## config.mk

```make
export PLATFORM = sky130hd
export DESIGN_NAME = serial_sub_flat
export DESIGN_NICKNAME = d
export VERILOG_FILES = /design/src/rtl/serial_sub_if.sv /design/src/rtl/serial_sub.sv /design/src/flat_wrapper.sv
export SDC_FILE = /design/constraint.sdc
export NUM_CORES = 1
export LEC_CHECK = 0
export ABC_AREA = 0
export ABC_CLOCK_PERIOD_IN_PS = 1900
export CELL_PAD_IN_SITES_DETAIL_PLACEMENT = 0
export CELL_PAD_IN_SITES_GLOBAL_PLACEMENT = 1
export CORE_MARGIN = 4
export CORE_UTILIZATION = 47
export DETAILED_ROUTE_END_ITERATION = 6
export DONT_BUFFER_PORTS = 1
export PLACE_DENSITY = 0.75
export REMOVE_ABC_BUFFERS = 1
export SLEW_MARGIN = 20
export SYNTH_ARGS = -nofsm -noshare
export SYNTH_HDL_FRONTEND = slang
export SYNTH_SLANG_ARGS = --single-unit
```

## constraint.sdc

```tcl
create_clock -name clk_i -period 1.9 [get_ports clk_i]
set_clock_uncertainty 0.2 [all_clocks]
set_input_delay 0.095 -clock clk_i [delete_from_list [all_inputs] [get_ports clk_i]]
set_output_delay 0.095 -clock clk_i [all_outputs]
set_load 0.01 [all_outputs]
```

## src/rtl/serial_sub_if.sv

```systemverilog
// Start/done bus for the bit-serial subtractor.
// The master presents operands and a request; the slave returns status and the registered result.
interface serial_sub_if #(
  parameter int DATA_WIDTH = 8
);
  logic                  start;
  logic [DATA_WIDTH-1:0] a;
  logic [DATA_WIDTH-1:0] b;
  logic                  bin;
  logic                  ready;
  logic                  busy;
  logic                  done;
  logic [DATA_WIDTH-1:0] diff;
  logic                  bout;
  logic                  ovf;

  modport master (
    output start, a, b, bin,
    input  ready, busy, done, diff, bout, ovf
  );

  modport slave (
    input  start, a, b, bin,
    output ready, busy, done, diff, bout, ovf
  );
endinterface

```

## src/rtl/serial_sub.sv

```systemverilog
// Bit-serial ripple-borrow subtractor: DIFF = A - B - BIN, one full-subtractor step per clock, LSB first.
// Operands are captured on an accepted start; results are registered and held until the next completion.
module serial_sub #(
  parameter int DATA_WIDTH = 8
) (
  input  logic         clk_i,
  input  logic         rst_ni,
  serial_sub_if.slave  bus
);
  localparam int CW = (DATA_WIDTH > 2) ? $clog2(DATA_WIDTH) : 1;

  typedef enum logic [1:0] {IDLE, RUN, FIN} state_e;

  state_e                state_q;
  logic [DATA_WIDTH-1:0] aReg_q;
  logic [DATA_WIDTH-1:0] bReg_q;
  logic [DATA_WIDTH-1:0] res_q;
  logic                  brw_q;
  logic [CW-1:0]         cnt_q;
  logic                  aMsb_q;
  logic                  bMsb_q;
  logic                  ready_q;
  logic                  busy_q;
  logic                  done_q;
  logic [DATA_WIDTH-1:0] diff_q;
  logic                  bout_q;
  logic                  ovf_q;

  logic                  aBit;
  logic                  bBit;
  logic                  diffBit_d;
  logic                  brw_d;

  // The single full-subtractor cell shared by every bit position.
  always_comb begin
    aBit      = aReg_q[0];
    bBit      = bReg_q[0];
    diffBit_d = aBit ^ bBit ^ brw_q;
    brw_d     = (~aBit & bBit) | (~(aBit ^ bBit) & brw_q);
  end

  always_ff @(posedge clk_i) begin
    if (!rst_ni) begin
      state_q <= IDLE;
      aReg_q  <= '0;
      bReg_q  <= '0;
      res_q   <= '0;
      brw_q   <= 1'b0;
      cnt_q   <= '0;
      aMsb_q  <= 1'b0;
      bMsb_q  <= 1'b0;
      ready_q <= 1'b1;
      busy_q  <= 1'b0;
      done_q  <= 1'b0;
      diff_q  <= '0;
      bout_q  <= 1'b0;
      ovf_q   <= 1'b0;
    end else begin
      done_q <= 1'b0;
      case (state_q)
        IDLE: begin
          if (bus.start) begin
            aReg_q  <= bus.a;
            bReg_q  <= bus.b;
            brw_q   <= bus.bin;
            aMsb_q  <= bus.a[DATA_WIDTH-1];
            bMsb_q  <= bus.b[DATA_WIDTH-1];
            res_q   <= '0;
            cnt_q   <= '0;
            ready_q <= 1'b0;
            busy_q  <= 1'b1;
            state_q <= RUN;
          end
        end
        RUN: begin
          res_q  <= {diffBit_d, res_q[DATA_WIDTH-1:1]};
          aReg_q <= aReg_q >> 1;
          bReg_q <= bReg_q >> 1;
          brw_q  <= brw_d;
          cnt_q  <= cnt_q + CW'(1);
          if (cnt_q == CW'(DATA_WIDTH - 1)) begin
            busy_q  <= 1'b0;
            state_q <= FIN;
          end
        end
        FIN: begin
          // Signed overflow only possible when operand signs differ and the result sign departs from A.
          diff_q  <= res_q;
          bout_q  <= brw_q;
          ovf_q   <= (aMsb_q != bMsb_q) & (res_q[DATA_WIDTH-1] != aMsb_q);
          done_q  <= 1'b1;
          ready_q <= 1'b1;
          state_q <= IDLE;
        end
        default: begin
          ready_q <= 1'b1;
          busy_q  <= 1'b0;
          state_q <= IDLE;
        end
      endcase
    end
  end

  assign bus.ready = ready_q;
  assign bus.busy  = busy_q;
  assign bus.done  = done_q;
  assign bus.diff  = diff_q;
  assign bus.bout  = bout_q;
  assign bus.ovf   = ovf_q;
endmodule

```

## src/flat_wrapper.sv

```systemverilog
// flat-port wrapper written by rule: the top's interface ports become plain ports
module serial_sub_flat 
#(
  parameter int DATA_WIDTH = 8
)
  (clk_i, rst_ni, bus_start, bus_a, bus_b, bus_bin, bus_ready, bus_busy, bus_done, bus_diff, bus_bout, bus_ovf);
  serial_sub_if #(.DATA_WIDTH(DATA_WIDTH)) bus_i ();
  input  logic clk_i;
  input  logic rst_ni;
  input wire logic [$bits(bus_i.start)-1:0] bus_start;
  input wire logic [$bits(bus_i.a)-1:0] bus_a;
  input wire logic [$bits(bus_i.b)-1:0] bus_b;
  input wire logic [$bits(bus_i.bin)-1:0] bus_bin;
  output wire logic [$bits(bus_i.ready)-1:0] bus_ready;
  output wire logic [$bits(bus_i.busy)-1:0] bus_busy;
  output wire logic [$bits(bus_i.done)-1:0] bus_done;
  output wire logic [$bits(bus_i.diff)-1:0] bus_diff;
  output wire logic [$bits(bus_i.bout)-1:0] bus_bout;
  output wire logic [$bits(bus_i.ovf)-1:0] bus_ovf;
  assign bus_i.start = bus_start;
  assign bus_i.a = bus_a;
  assign bus_i.b = bus_b;
  assign bus_i.bin = bus_bin;
  assign bus_ready = bus_i.ready;
  assign bus_busy = bus_i.busy;
  assign bus_done = bus_i.done;
  assign bus_diff = bus_i.diff;
  assign bus_bout = bus_i.bout;
  assign bus_ovf = bus_i.ovf;
  serial_sub #(.DATA_WIDTH(DATA_WIDTH)) u_core (.clk_i(clk_i), .rst_ni(rst_ni), .bus(bus_i));
endmodule
```

After elaboration in Yosys (flattened, before gate mapping)
Cells that the tools add are included.
Word-level totals
  output and inout bits: 13
  input port bits: 20
  bits in registers: 45
  logic and storage cells: 58
Cells by class
  reductions and logical operators: 7
  equality and inequality tests: 7
  bitwise logic cells: 10
  add/subtract/negate cells: 1
  multiplexer cells: 19
Operators by type and width (count)
  $pmux W8 S2: 3
  $mux W8: 3
  $reduce_and A2 Y1: 4
  $pmux W3 S2: 1
  $mux W1: 5
  $mux W2: 2
  $not A1 Y1: 4
  $pmux W1 S2: 2
  $pmux W2 S2: 1
  $add A3 B1 Y3 const B: 1
  $and A1 B1 Y1: 3
  $eq A3 B3 Y1 const B: 1
  $mux W3: 1
  $pmux W1 S3: 1
  $reduce_and A3 Y1: 1
  $eq A2 B1 Y1 const B: 1
  $eq A2 B2 Y1 const B: 1
  $logic_not A2 Y1: 1
  $ne A1 B1 Y1: 2
  $ne A2 B1 Y1 const B: 1
  $ne A2 B2 Y1 const B: 1
  $reduce_bool A2 Y1: 1
  $xor A1 B1 Y1: 2
  $or A1 B1 Y1: 1

Logic depth before layout (Yosys ltp)
  depth after elaboration: 5
  depth in mapped cells: 5
  gate-level depth less buffers: 5

Least setup slack after synthesis
Ideal clock, no wire load.
  kind: reg2reg
  start: register u_core.brw_q
  end: register u_core.res_q[7]
  data required time: 1.572 ns
  clock period less this slack: 1.369 ns
  path slack: 0.531 ns
  arrival time: 1.042 ns
  library setup time: 0.128 ns
  buffers on the path: 0
  cell stages (with the launch flop): 5
  path through: dfxtp_1 > inv_1 > fa_1 > a22oi_1 > nor2_1
On the way
  word-level cells in the longest chain between the ends: 2
RTL lines
  from (decl): line serial_sub.sv:18  | logic brw_q;
  from (signal assigned): line serial_sub.sv:65  | brw_q <= bus.bin;
  from (signal assigned): line serial_sub.sv:79  | brw_q <= brw_d;
  $xor A1 B1 Y1: line serial_sub.sv:38  | diffBit_d = aBit ^ bBit ^ brw_q;
  $pmux W8 S2: line serial_sub.sv:60  | case (state_q)
  to (signal assigned): line serial_sub.sv:76  | res_q <= {diffBit_d, res_q[DATA_WIDTH-1:1]};
  to (decl): line serial_sub.sv:17  | logic [DATA_WIDTH-1:0] res_q;
Every way passes these cells.
A chain may end at the register's enable or synchronous reset.

Worst setup path after layout
  start: register u_core.state_q[1]
  end: register u_core.aMsb_q
On the way
  word-level cells in the longest chain between the ends: 2
RTL lines
  from (decl): line serial_sub.sv:14  | state_e state_q;
  from (signal assigned): line serial_sub.sv:44  | state_q <= IDLE;
  from (signal assigned): line serial_sub.sv:72  | state_q <= RUN;
  from (signal assigned): line serial_sub.sv:83  | state_q <= FIN;
  $logic_not A2 Y1: line serial_sub.sv:60
  $reduce_and A2 Y1 (no line)
  to (signal assigned): line serial_sub.sv:66  | aMsb_q <= bus.a[DATA_WIDTH-1];
  to (decl): line serial_sub.sv:20  | logic aMsb_q;
Every way passes these cells.

==> flow_metrics.env <==
export IMPL_run_status="finished, violations left"
export IMPL_violations="hold timing"
export IMPL_track_usage_pct=15.6
export IMPL_p_int_mw=1.37
export IMPL_setup_viol=0
export IMPL_path_class="reg -> reg"
export IMPL_drtAntennaViolNets=0
export IMPL_initial_utilization_pct=50.1
export IMPL_worst_hold_slack_ns=-0.00272
export IMPL_grt_pass1_vias=1401
export IMPL_synth_cell_types=30
export IMPL_power_frac_comb_pct=13.7
export IMPL_timing_final_crit_period_ns=1.79
export IMPL_ys_warn_count=0
export IMPL_nets=236
export IMPL_clk_pin_slew_worst_paths_ns=0.08
export IMPL_yosys_area_top_type="dfxtp_1"
export IMPL_required_ns=1.93
export IMPL_clock_root_buffer="clkbuf_8"
export IMPL_drt_initial_drc_count=54
export IMPL_synth_top_cell_area_share_pct=47.3
export IMPL_vias_per_cell=5.37
export IMPL_remaining_drc_errors=0
export IMPL_worstRegToRegCells=5
export IMPL_dpl_hpwl_um=2500
export IMPL_hold_path_depth=3
export IMPL_p_switching_mw=0.470
export IMPL_ir_drop_mv=0.567
export IMPL_finalHoldViolCount=1
export IMPL_clockPowerShare_pct=30.6
export IMPL_multiInputGateArea_um2=898
export IMPL_dp_cells=233
export IMPL_maxCapViolations=0
export IMPL_io_pins=33
export IMPL_cts_tree="yes"
export IMPL_yosysSeqAreaShare_pct=47.3
export IMPL_cts_sinks=45
export IMPL_synth_seq_cells=45
export IMPL_cp_start_kind="register"
export IMPL_synthTopCellsByArea="dfxtp_1 47%, a211oi_2 9.9%, mux2i_1 7.9%, nor2_1 5.1%, a22oi_1 4.3%"
export IMPL_post_dp_cell_area_mm2=0.00193
export IMPL_gp_congestion=0.803
export IMPL_path_max_fanout=7
export IMPL_antenna_cells=0
export IMPL_hold_path_class="in -> reg"
export IMPL_switching_share_pct=25.5
export IMPL_ff_latch_area_um2=902
export IMPL_slew_headroom_pct=68.1
export IMPL_area_growth_pct=17.3
export IMPL_leakage_nw=0.831
export IMPL_syn_area_mm2=0.00190
export IMPL_fmax_mhz=559
export IMPL_post_route_cell_area_mm2=0.00223
export IMPL_routedWlPerCell_um=14.1
export IMPL_fin_crit_sh_pct=94.1
export IMPL_p_per_area_mw_per_mm2=824
export IMPL_vias=1407
export IMPL_wl_um=3700
export IMPL_clock_latency_ns=0.30
export IMPL_antenna_found_initial=0
export IMPL_die_x_um=71.7
export IMPL_rsz0062_at_grt="false"
export IMPL_instances_no_fill=262
export IMPL_seqPwrFrac_pct=55.7
export IMPL_synth_flop_cell="dfxtp_1"
export IMPL_grt_pass1_wl_um=6390
export IMPL_io_buffers=0
export IMPL_layout_drive_gt1_share_pct=18.2
export IMPL_fin_ws_ns=0.112
export IMPL_reg2reg_slack_ns=0.11
export IMPL_fill_cells=324
export IMPL_coreArea_mm2=0.00380
export IMPL_critPathArrivalTime_ns=1.82
export IMPL_die_y_um=71.7
export IMPL_grt_overflow=0
export IMPL_dieArea_mm2=0.00513
export IMPL_yosysMostFrequentCell="dfxtp_1"
export IMPL_numCtsBuffers=5
export IMPL_worstMarginPinSlew_ns=0.479
export IMPL_drv_slew=0
export IMPL_async_reset_ff_share_pct=0
export IMPL_post_place_ws_ns=0.179
export IMPL_clk_path_buf_depth=2
export IMPL_drtPass1Iterations=4
export IMPL_ys_top_cells_by_count="45 x dfxtp_1, 26 x nor2_1, 21 x nand2_1"
export IMPL_fin_util_pct=58.8
export IMPL_htree_levels=2
export IMPL_grt_max_degree=25
export IMPL_synth_edf_count=0
export IMPL_row_count=22
export IMPL_synth_cells=193
export IMPL_synth_avg_cell_area_um2=9.87
export IMPL_critPathCaptureType="register"
## per-stage QoR
step           hold slack, ns  total power [mW]  setup TNS (ns)
2_1_floorplan          0.0310              1.20           -5.13
3_3_place_gp           0.0399              1.25               0
3_5_place_dp           0.0449              1.26               0
4_1_cts               0.00606              1.86               0
5_1_grt                0.0277              1.93               0
6_report             -0.00272              1.84               0
## path summary, 6_finish.rpt
check / start / endpoint
setup / recovery: u_core.state_q[1] / u_core.aMsb_q
hold / removal: bus_start / u_core.bReg_q[7]
hold reg to reg: u_core.res_q[0] / u_core.bus.diff[0]
setup reg to reg: u_core.state_q[1] / u_core.aMsb_q
## area by class of cell
class / instances / share of cell area (%)
sequential: 45 / 40.4
multi-input combinational: 129 / 40.2
tap: 48 / 2.69
clock inverter: 2 / 0.448
inverter: 4 / 0.672
clock buffer: 6 / 3.25
timing repair buffer: 28 / 12.3
## critical path, stage by stage (launching register included)
cell and delay [ns]:
dfxtp_2 0.36, buf_4 0.16, nor3b_4 0.20, nand2_1 0.07, dlygate4sd3_1 0.58, a21oi_1 0.14
## state kept, by name, summed over array words and instances (netlist names)
register	cells
u_core.brw_q	1
u_core.bus.ready	1
u_core.state_q	2
u_core.res_q	8
u_core.bReg_q	8
u_core.bus.bout	1
u_core.bMsb_q	1
u_core.bus.ovf	1
u_core.cnt_q	3
u_core.aMsb_q	1
u_core.aReg_q	8
u_core.bus.done	1
u_core.bus.busy	1
u_core.bus.diff	8
## kinds of logic after synthesis
group                      share of synthesized area (%)
and+or+nand+nor                                     14.8
AOI/OAI and AO/OA                                   21.6
DFF                                                 47.3
buffers and inverters                               6.04
muxes                                               7.88
adders and majority gates                           2.37
## placed cells by master (no fill, tap or decap), types with 2 or more instances in the layout
cell type and count:
dfxtp_1 44, nor2_1 26, nand2_1 21, dlygate4sd3_1 21, a211oi_2 15, mux2i_1 15, a21oi_1 13, a22oi_1 11
buf_4 6, clkbuf_8 5, o21ai_0 4, nor2_2 4, inv_1 3, nor2b_1 2, nand2b_1 2, a211oi_1 2
ha_1 2, clkinv_2 2
## what timing repair did
| item | 4_1_cts | 5_1_grt |
|---|---|---|
| hold endpoints to repair | 24 | 0 |
| endpoints found under the setup margin | 0 | 4 |
| hold buffers | 21 | 0 |
| gates resized for setup | 0 | 3 |
| setup buffers | 0 | 0 |
## per-layer routing
metal / vias to the layer above / global-route usage [%] / part of all wire (%)
li1: 705 / - / -
met1: 668 / 19.8 / 46
met2: 27 / 24.0 / 47
met3: 7 / 5.75 / 5.5
met4: 0 / 6.47 / 1.9
met5: - / 0 / 0
## power groups by stage
stage	Combinational, mW	Sequential, mW	Clock, mW
floorplan	0.156	1.05	0
global placement	0.205	1.04	0
detailed placement	0.214	1.05	0
CTS	0.251	1.02	0.587
global route	0.280	1.03	0.616
finish	0.252	1.02	0.564
Power figures use the tool's default switching activity.
